`config.mk`:
```
export PLATFORM = sky130hd
export DESIGN_NAME = fetch_sequencer
export DESIGN_NICKNAME = d
export VERILOG_FILES = /design/src/rtl/fetch_sequencer.sv
export SDC_FILE = /design/constraint.sdc
export NUM_CORES = 1
export LEC_CHECK = 0
export CAP_MARGIN = 25
export CORE_ASPECT_RATIO = 0.8
export CORE_UTILIZATION = 49
export CTS_BUF_LIST = sky130_fd_sc_hd__clkbuf_8
export DETAILED_ROUTE_END_ITERATION = 10
export PLACE_DENSITY = 0.93
export REMOVE_ABC_BUFFERS = 1
export SLEW_MARGIN = 25
export SYNTH_ARGS = -nofsm -noshare
export SYNTH_HDL_FRONTEND = slang
export SYNTH_SLANG_ARGS = --single-unit
export TNS_END_PERCENT = 5
```
`constraint.sdc`:
```
create_clock -name clk -period 3.8 [get_ports clk]
set_clock_uncertainty 0.15 [all_clocks]
set_input_delay 0.76 -clock clk [delete_from_list [all_inputs] [get_ports clk]]
set_output_delay 0.76 -clock clk [all_outputs]
set_load 0.005 [all_outputs]
```
`src/rtl/fetch_sequencer.sv`:
```
// fetch_sequencer
//   Instruction fetch/issue sequencer. Walks a program counter through an
//   external combinational instruction memory, latches each word, hands it to
//   an execute stage with a one-cycle valid pulse, and waits for the execute
//   stage before fetching again (sequentially or via a jump).
//
// Ports
//   clk            in   system clock, all state changes on rising edge
//   reset          in   synchronous active-high reset
//   start          in   begin execution at address 0 (only in IDLE/HALTED)
//   programSelect  in   [7:0]  program-select switches, sampled on accepted start
//   selectLatched  out  [7:0]  captured programSelect, instruction memory select
//   address        out  [7:0]  program counter / instruction memory address
//   instruction    in   [15:0] instruction memory word at address
//   instructionReg out  [15:0] latched instruction for the execute stage
//   instrValid     out  one-cycle pulse, instructionReg valid
//   execDone       in   execute stage finished current instruction
//   jumpTaken      in   redirect PC to jumpTarget (qualified by execDone)
//   jumpTarget     in   [7:0]  jump destination
//   busy           out  sequencer in FETCH/ISSUE/WAIT
//   halted         out  program ended (HALT opcode, PC overflow or null select)
//   fault          out  abnormal end (PC overflow or null select)
//   instrCount     out  [7:0]  issued instructions, saturating at 255
module fetch_sequencer (
  input  logic        clk,
  input  logic        reset,
  input  logic        start,
  input  logic [7:0]  programSelect,
  output logic [7:0]  selectLatched,
  output logic [7:0]  address,
  input  logic [15:0] instruction,
  output logic [15:0] instructionReg,
  output logic        instrValid,
  input  logic        execDone,
  input  logic        jumpTaken,
  input  logic [7:0]  jumpTarget,
  output logic        busy,
  output logic        halted,
  output logic        fault,
  output logic [7:0]  instrCount
);

  typedef enum logic [2:0] {
    IDLE   = 3'd0,
    FETCH  = 3'd1,
    ISSUE  = 3'd2,
    WAIT   = 3'd3,
    HALTED = 3'd4
  } stateType;

  localparam logic [3:0] HALT_OP  = 4'b1110;
  localparam logic [7:0] LAST_PC  = 8'hFF;
  localparam logic [7:0] MAX_COUNT = 8'hFF;

  stateType    state;
  stateType    stateNext;
  logic [7:0]  addressNext;
  logic [7:0]  selectNext;
  logic [15:0] instrRegNext;
  logic [7:0]  countNext;
  logic        haltedNext;
  logic        faultNext;

  // Next-state and next-datapath decode for the sequencer FSM.
  always_comb begin
    stateNext    = state;
    addressNext  = address;
    selectNext   = selectLatched;
    instrRegNext = instructionReg;
    countNext    = instrCount;
    haltedNext   = halted;
    faultNext    = fault;

    case (state)
      IDLE, HALTED: begin
        if (start) begin
          selectNext  = programSelect;
          addressNext = 8'd0;
          countNext   = 8'd0;
          if (programSelect == 8'd0) begin
            // A null program select is refused outright: no fetch happens.
            stateNext  = HALTED;
            haltedNext = 1'b1;
            faultNext  = 1'b1;
          end else begin
            stateNext  = FETCH;
            haltedNext = 1'b0;
            faultNext  = 1'b0;
          end
        end else begin
          stateNext = state;
        end
      end

      FETCH: begin
        // The word is latched even when it is HALT, so it remains observable.
        instrRegNext = instruction;
        if (instruction[15:12] == HALT_OP) begin
          stateNext  = HALTED;
          haltedNext = 1'b1;
        end else begin
          stateNext = ISSUE;
        end
      end

      ISSUE: begin
        stateNext = WAIT;
        if (instrCount != MAX_COUNT) begin
          countNext = instrCount + 8'd1;
        end else begin
          countNext = instrCount;
        end
      end

      WAIT: begin
        if (execDone) begin
          if (jumpTaken) begin
            addressNext = jumpTarget;
            stateNext   = FETCH;
          end else if (address != LAST_PC) begin
            addressNext = address + 8'd1;
            stateNext   = FETCH;
          end else begin
            // Running off the end of memory is an error; the PC does not wrap.
            stateNext  = HALTED;
            haltedNext = 1'b1;
            faultNext  = 1'b1;
          end
        end else begin
          stateNext = WAIT;
        end
      end

      default: begin
        stateNext = IDLE;
      end
    endcase
  end

  // State and output registers; busy/instrValid are registered decodes of the next state.
  always_ff @(posedge clk) begin
    if (reset) begin
      state          <= IDLE;
      address        <= 8'd0;
      selectLatched  <= 8'd0;
      instructionReg <= 16'd0;
      instrCount     <= 8'd0;
      halted         <= 1'b0;
      fault          <= 1'b0;
      instrValid     <= 1'b0;
      busy           <= 1'b0;
    end else begin
      state          <= stateNext;
      address        <= addressNext;
      selectLatched  <= selectNext;
      instructionReg <= instrRegNext;
      instrCount     <= countNext;
      halted         <= haltedNext;
      fault          <= faultNext;
      instrValid     <= (stateNext == ISSUE);
      busy           <= (stateNext == FETCH) || (stateNext == ISSUE) || (stateNext == WAIT);
    end
  end

endmodule

```
## Word-level counts from Yosys, hierarchy flattened

Index checks and enable logic that the tools add are counted.

| operators by class | value |
|---|---|
| bitwise logic cells | 0 |
| $add $sub $neg | 2 |
| multiply operators | 0 |
| multiplexer cells | 22 |
| $lt $le $gt $ge | 0 |
| divide/modulo/power cells | 0 |
| shifts and indexed selects | 0 |
| eq/ne operators | 17 |
| reductions and logical operators | 13 |

Operators by type and width:

| kind | count |
|---|---|
| $mux 8 | 5 |
| $pmux 8 s2 | 2 |
| $mux 3 | 6 |
| $add 8x1->8 const B | 2 |
| $ne 8x8->1 const B | 2 |
| $eq 3x2->1 const B | 4 |
| $ne 2x2->1 const B | 6 |
| $pmux 3 s4 | 1 |
| $logic_not 8->1 | 1 |
| $eq 3x1->1 const B | 2 |
| $mux 1 | 6 |
| $reduce_and 6->1 | 1 |
| $reduce_and 5->1 | 1 |
| $eq 4x4->1 const B | 1 |
| $reduce_and 4->1 | 1 |
| $reduce_bool 2->1 | 2 |
| $eq 3x3->1 const B | 1 |
| $logic_not 3->1 | 1 |
| $ne 3x3->1 const B | 1 |
| $pmux 1 s3 | 1 |
| $reduce_and 3->1 | 1 |
| $reduce_bool 3->1 | 1 |
| $logic_or 1x1->1 | 2 |
| $pmux 1 s2 | 1 |
| 2 further kinds | 2 |

| word-level totals | value |
|---|---|
| bits of input ports | 37 |
| bits in writable memories | 0 |
| output and inout bits | 44 |
| memory bits (read-only) | 0 |
| memories kept | 0 |
| logic and storage cells | 63 |
| register bits after elaboration | 47 |
| bits in latches | 0 |

## Longest topological paths before layout

| depth | value |
|---|---|
| word-level depth | 8 |
| gate-level depth with buffers | 6 |
| mapped depth without buffers | 5 |

## Worst setup path before layout

Ideal clock, no wire load.

| path | value |
|---|---|
| kind | input -> register |
| start | in jumpTaken |
| end | reg address[5] |
| data arrival time | 1,800 ps |
| path buffers | 2 |
| setup time | 117 ps |
| stages | 6 |
| setup slack | 1,733 ps |
| cells stage by stage | buf_2 and4b_1 a21o_1 buf_2 a32o_1 a22o_1 |

| between the ends | value |
|---|---|
| longest elaborated chain between the ends | 3 |
| elaborated cells between the ends (all ways) | 5 |
| classes of those cells | eq/ne (1); mux (3); reduce/logical (1) |

Ends and longest elaborated chain:

| what | line | RTL |
|---|---|---|
| from (decl) | 35 | `input logic jumpTaken,` |
| $mux 8 | 117 | `if (jumpTaken) begin` |
| $mux 8 | 116 | `if (execDone) begin` |
| $pmux 8 s2 | 74 | `case (state)` |
| to (signal assigned) | 154 | `address <= addressNext;` |
| to (decl) | 30 | `output logic [7:0] address,` |

Several ways; a longest one is shown, not always the timed one. The select of a mux whose other input is x is not followed.
A chain may end at the register's enable or synchronous reset.

==> impl_metrics.py <==
metrics = {
    "run_status": {
        "outcome": "complete, no violations",
    },
    "place": {
        "hpwl_um": 4130,
        "place_area_um2": 2990,
        "io_buffers": 80,
        "place_inst": 390,
        "globalplace.congestion": 0.884,
        "place_ws_ns": 0.992,
    },
    "synthesis": {
        "synth_edf_count": 0,
        "synth_area_leader_cell": "dfxtp_1",
        "yosysWarnings": 0,
        "ys_ff_latch": 47,
        "synth_top_area_share_pct": 43.0,
        "synthesis.area_um2": 2190,
        "synth_area_leaders": "dfxtp_1 43%, nand2_1 11%, a21oi_1 8.7%, nor3_1 2.5%, nor2_1 1.9%",
        "post_synth_num_cell_types": 54,
        "post-synth-top-count-cell": "nand2_1",
        "avgSynthCellArea_um2": 8.22,
        "synthFlopType": "dfxtp_1",
        "ys_top_cells_by_count": "62 x nand2_1, 47 x dfxtp_1, 38 x a21oi_1",
        "synthArstFlopShare_pct": 0,
        "synth_cells": 266,
        "synth_seq_area_share_pct": 43.0,
    },
    "setup_path": {
        "r2r_cells": 4,
        "critPathRequiredTime_ns": 3.84,
        "crit_end": "address[7]",
        "r2r_slack_ns": 1.61,
        "end_kind": "flip-flop",
        "worstPathArrival_ns": 2.58,
        "r2r-end": "busy",
        "crit_start": "reset",
        "worst-setup-path-type": "input pin to flip-flop",
        "worst_path_max_delay_cell": "clkdlybuf4s50_1",
        "crit_path_max_incr_delay_ns": 1.01,
        "path_max_fanout": 23,
        "reg2reg_from": "state[0]",
        "cp_cell_sequence": "clkdlybuf4s50_1 > nor2_1 > a32o_1 > a22o_1",
        "startpoint_type": "input pin",
    },
    "floorplan": {
        "ios": 81,
        "die_y_um": 61.7,
        "core_area_um2": 4230,
        "dieArea_um2": 4730,
        "start_util_pct": 51.7,
        "rows": 21,
        "dieWidth_um": 76.7,
    },
    "clock_network": {
        "cts_tree": "done",
        "clk_pin_slew_ns": 0.09,
        "worstSkewPairLatency_ns": 0.30,
        "cts_made_buffers": 5,
        "cts_buffer_depth": 2,
        "cts.sinks": 47,
        "cts.htree.levels": 2,
        "ctsResizeCount": 0,
        "post_cts_hold_buffer_count": 0,
        "cts_setup_buffers": 0,
        "cts-root-buf": "clkbuf_8",
    },
    "min_path": {
        "hold_path.class": "flip-flop to flip-flop",
    },
    "sta": {
        "hold_violations": 0,
        "maxSlewHeadroom_pct": 44.3,
        "setup_viol": 0,
        "drv_slew": 0,
        "fin_ws_ns": 1.26,
        "worst_pin_slew_ns": 0.833,
        "max_freq_mhz": 394,
        "finalHoldWorstSlack_ns": 0.307,
        "fin_setup_tns_ns": 0,
        "period_needed_ns": 2.54,
        "finalCritPeriodShare_pct": 66.7,
        "rsz0062_at_grt": "false",
    },
    "layout": {
        "nets": 379,
        "stdcell_count": 398,
        "final_util_pct": 73.5,
        "insertedDiodeCount": 0,
        "drive_gt1_share_pct": 6.16,
        "stdcell_area_um2": 3110,
        "area_delta_synth_final_pct": 42.2,
    },
    "grt": {
        "grt_start_max_net_pins": 24,
        "grt_pass1_wl_um": 8800,
        "grt-ovfl-total": 0,
        "grt_usage_pct": 23.8,
        "antenna_found_initial": 0,
        "grt_pass1_vias": 1956,
    },
    "detailed_routing": {
        "routed_wl_um": 5770,
        "vias": 2237,
        "drt_iter0_drc": 198,
        "ant_nets": 0,
        "first_pass_iters": 5,
        "wire_per_inst_um": 14.5,
        "routed_via_density": 5.62,
        "remaining_drc_errors": 0,
    },
    "power": {
        "power_density_nw_per_um2": 396,
        "power_mw": 1.23,
        "ir_drop_mv": 0.338,
        "leakage_nw": 1.09,
    },
    "run": {
        "cap_viol_max_count": 0,
    },
}
[sequential cells by signal (all words and copies together), names as in the netlist]
signal	cells
address	8
busy	1
fault	1
halted	1
instrCount	8
instrValid	1
instructionReg	16
selectLatched	8
state	3
[worst min path at each step]
stage / from / to / cells after the start
after floorplan: instructionReg[0] / instructionReg[0] / 2
after global placement: instructionReg[1] / instructionReg[1] / 2
after detailed placement: instructionReg[1] / instructionReg[1] / 2
after CTS: instructionReg[9] / instructionReg[9] / 2
after global routing: selectLatched[6] / selectLatched[6] / 2
final: instructionReg[9] / instructionReg[9] / 2
[power by group]
group	switching (mW)	internal (mW)	total, mW
Sequential	0.0376	0.535	0.573
Combinational	0.133	0.153	0.286
Clock	0.175	0.198	0.373
[final cells by class]
cell class,instances,area (um2)
multi-input combinational,199,1150
fill,318,1120
sequential,47,941
timing repair buffer,82,816
tap,57,71.3
clock buffer,5,68.8
clock inverter,3,46.3
inverter,5,18.8
[per-layer routing]
layer / wire length [um] / part of all wire, % / track usage [%]
met5: 0 / 0 / 0
met4: 112 / 1.9 / 11.5
met3: 424 / 7.4 / 5.55
met2: 2750 / 48 / 38.5
met1: 2480 / 43 / 30.8
[placed cells by master (no fill, tap or decap), drive strengths merged, types with 3 or more instances in the layout]
cell type       n
nor2b           4
and4            3
o21ai           7
nand3           6
nand2          62
dfxtp          47
inv             6
or3b            3
a31oi           6
o31ai           4
clkdlybuf4s50  80
or4             3
nor2           12
clkbuf          5
nand4b          3
nor3           12
a211oi          3
a21oi          38
[critical path, delay by kind of cell]
family	cells	cell delay, ns
simple gates	1	0.33
compound gates	2	0.46
buf+inv	1	1.01
[logic make-up after synthesis]
family          Yosys count  synth area share, %
compound gates           75                 21.8
fa+ha+maj                 2                 1.14
buf+inv                  20                 4.52
flops                    47                 43.0
mux                       2                0.916
simple gates            120                 28.6
Power figures use the tool's default switching activity.
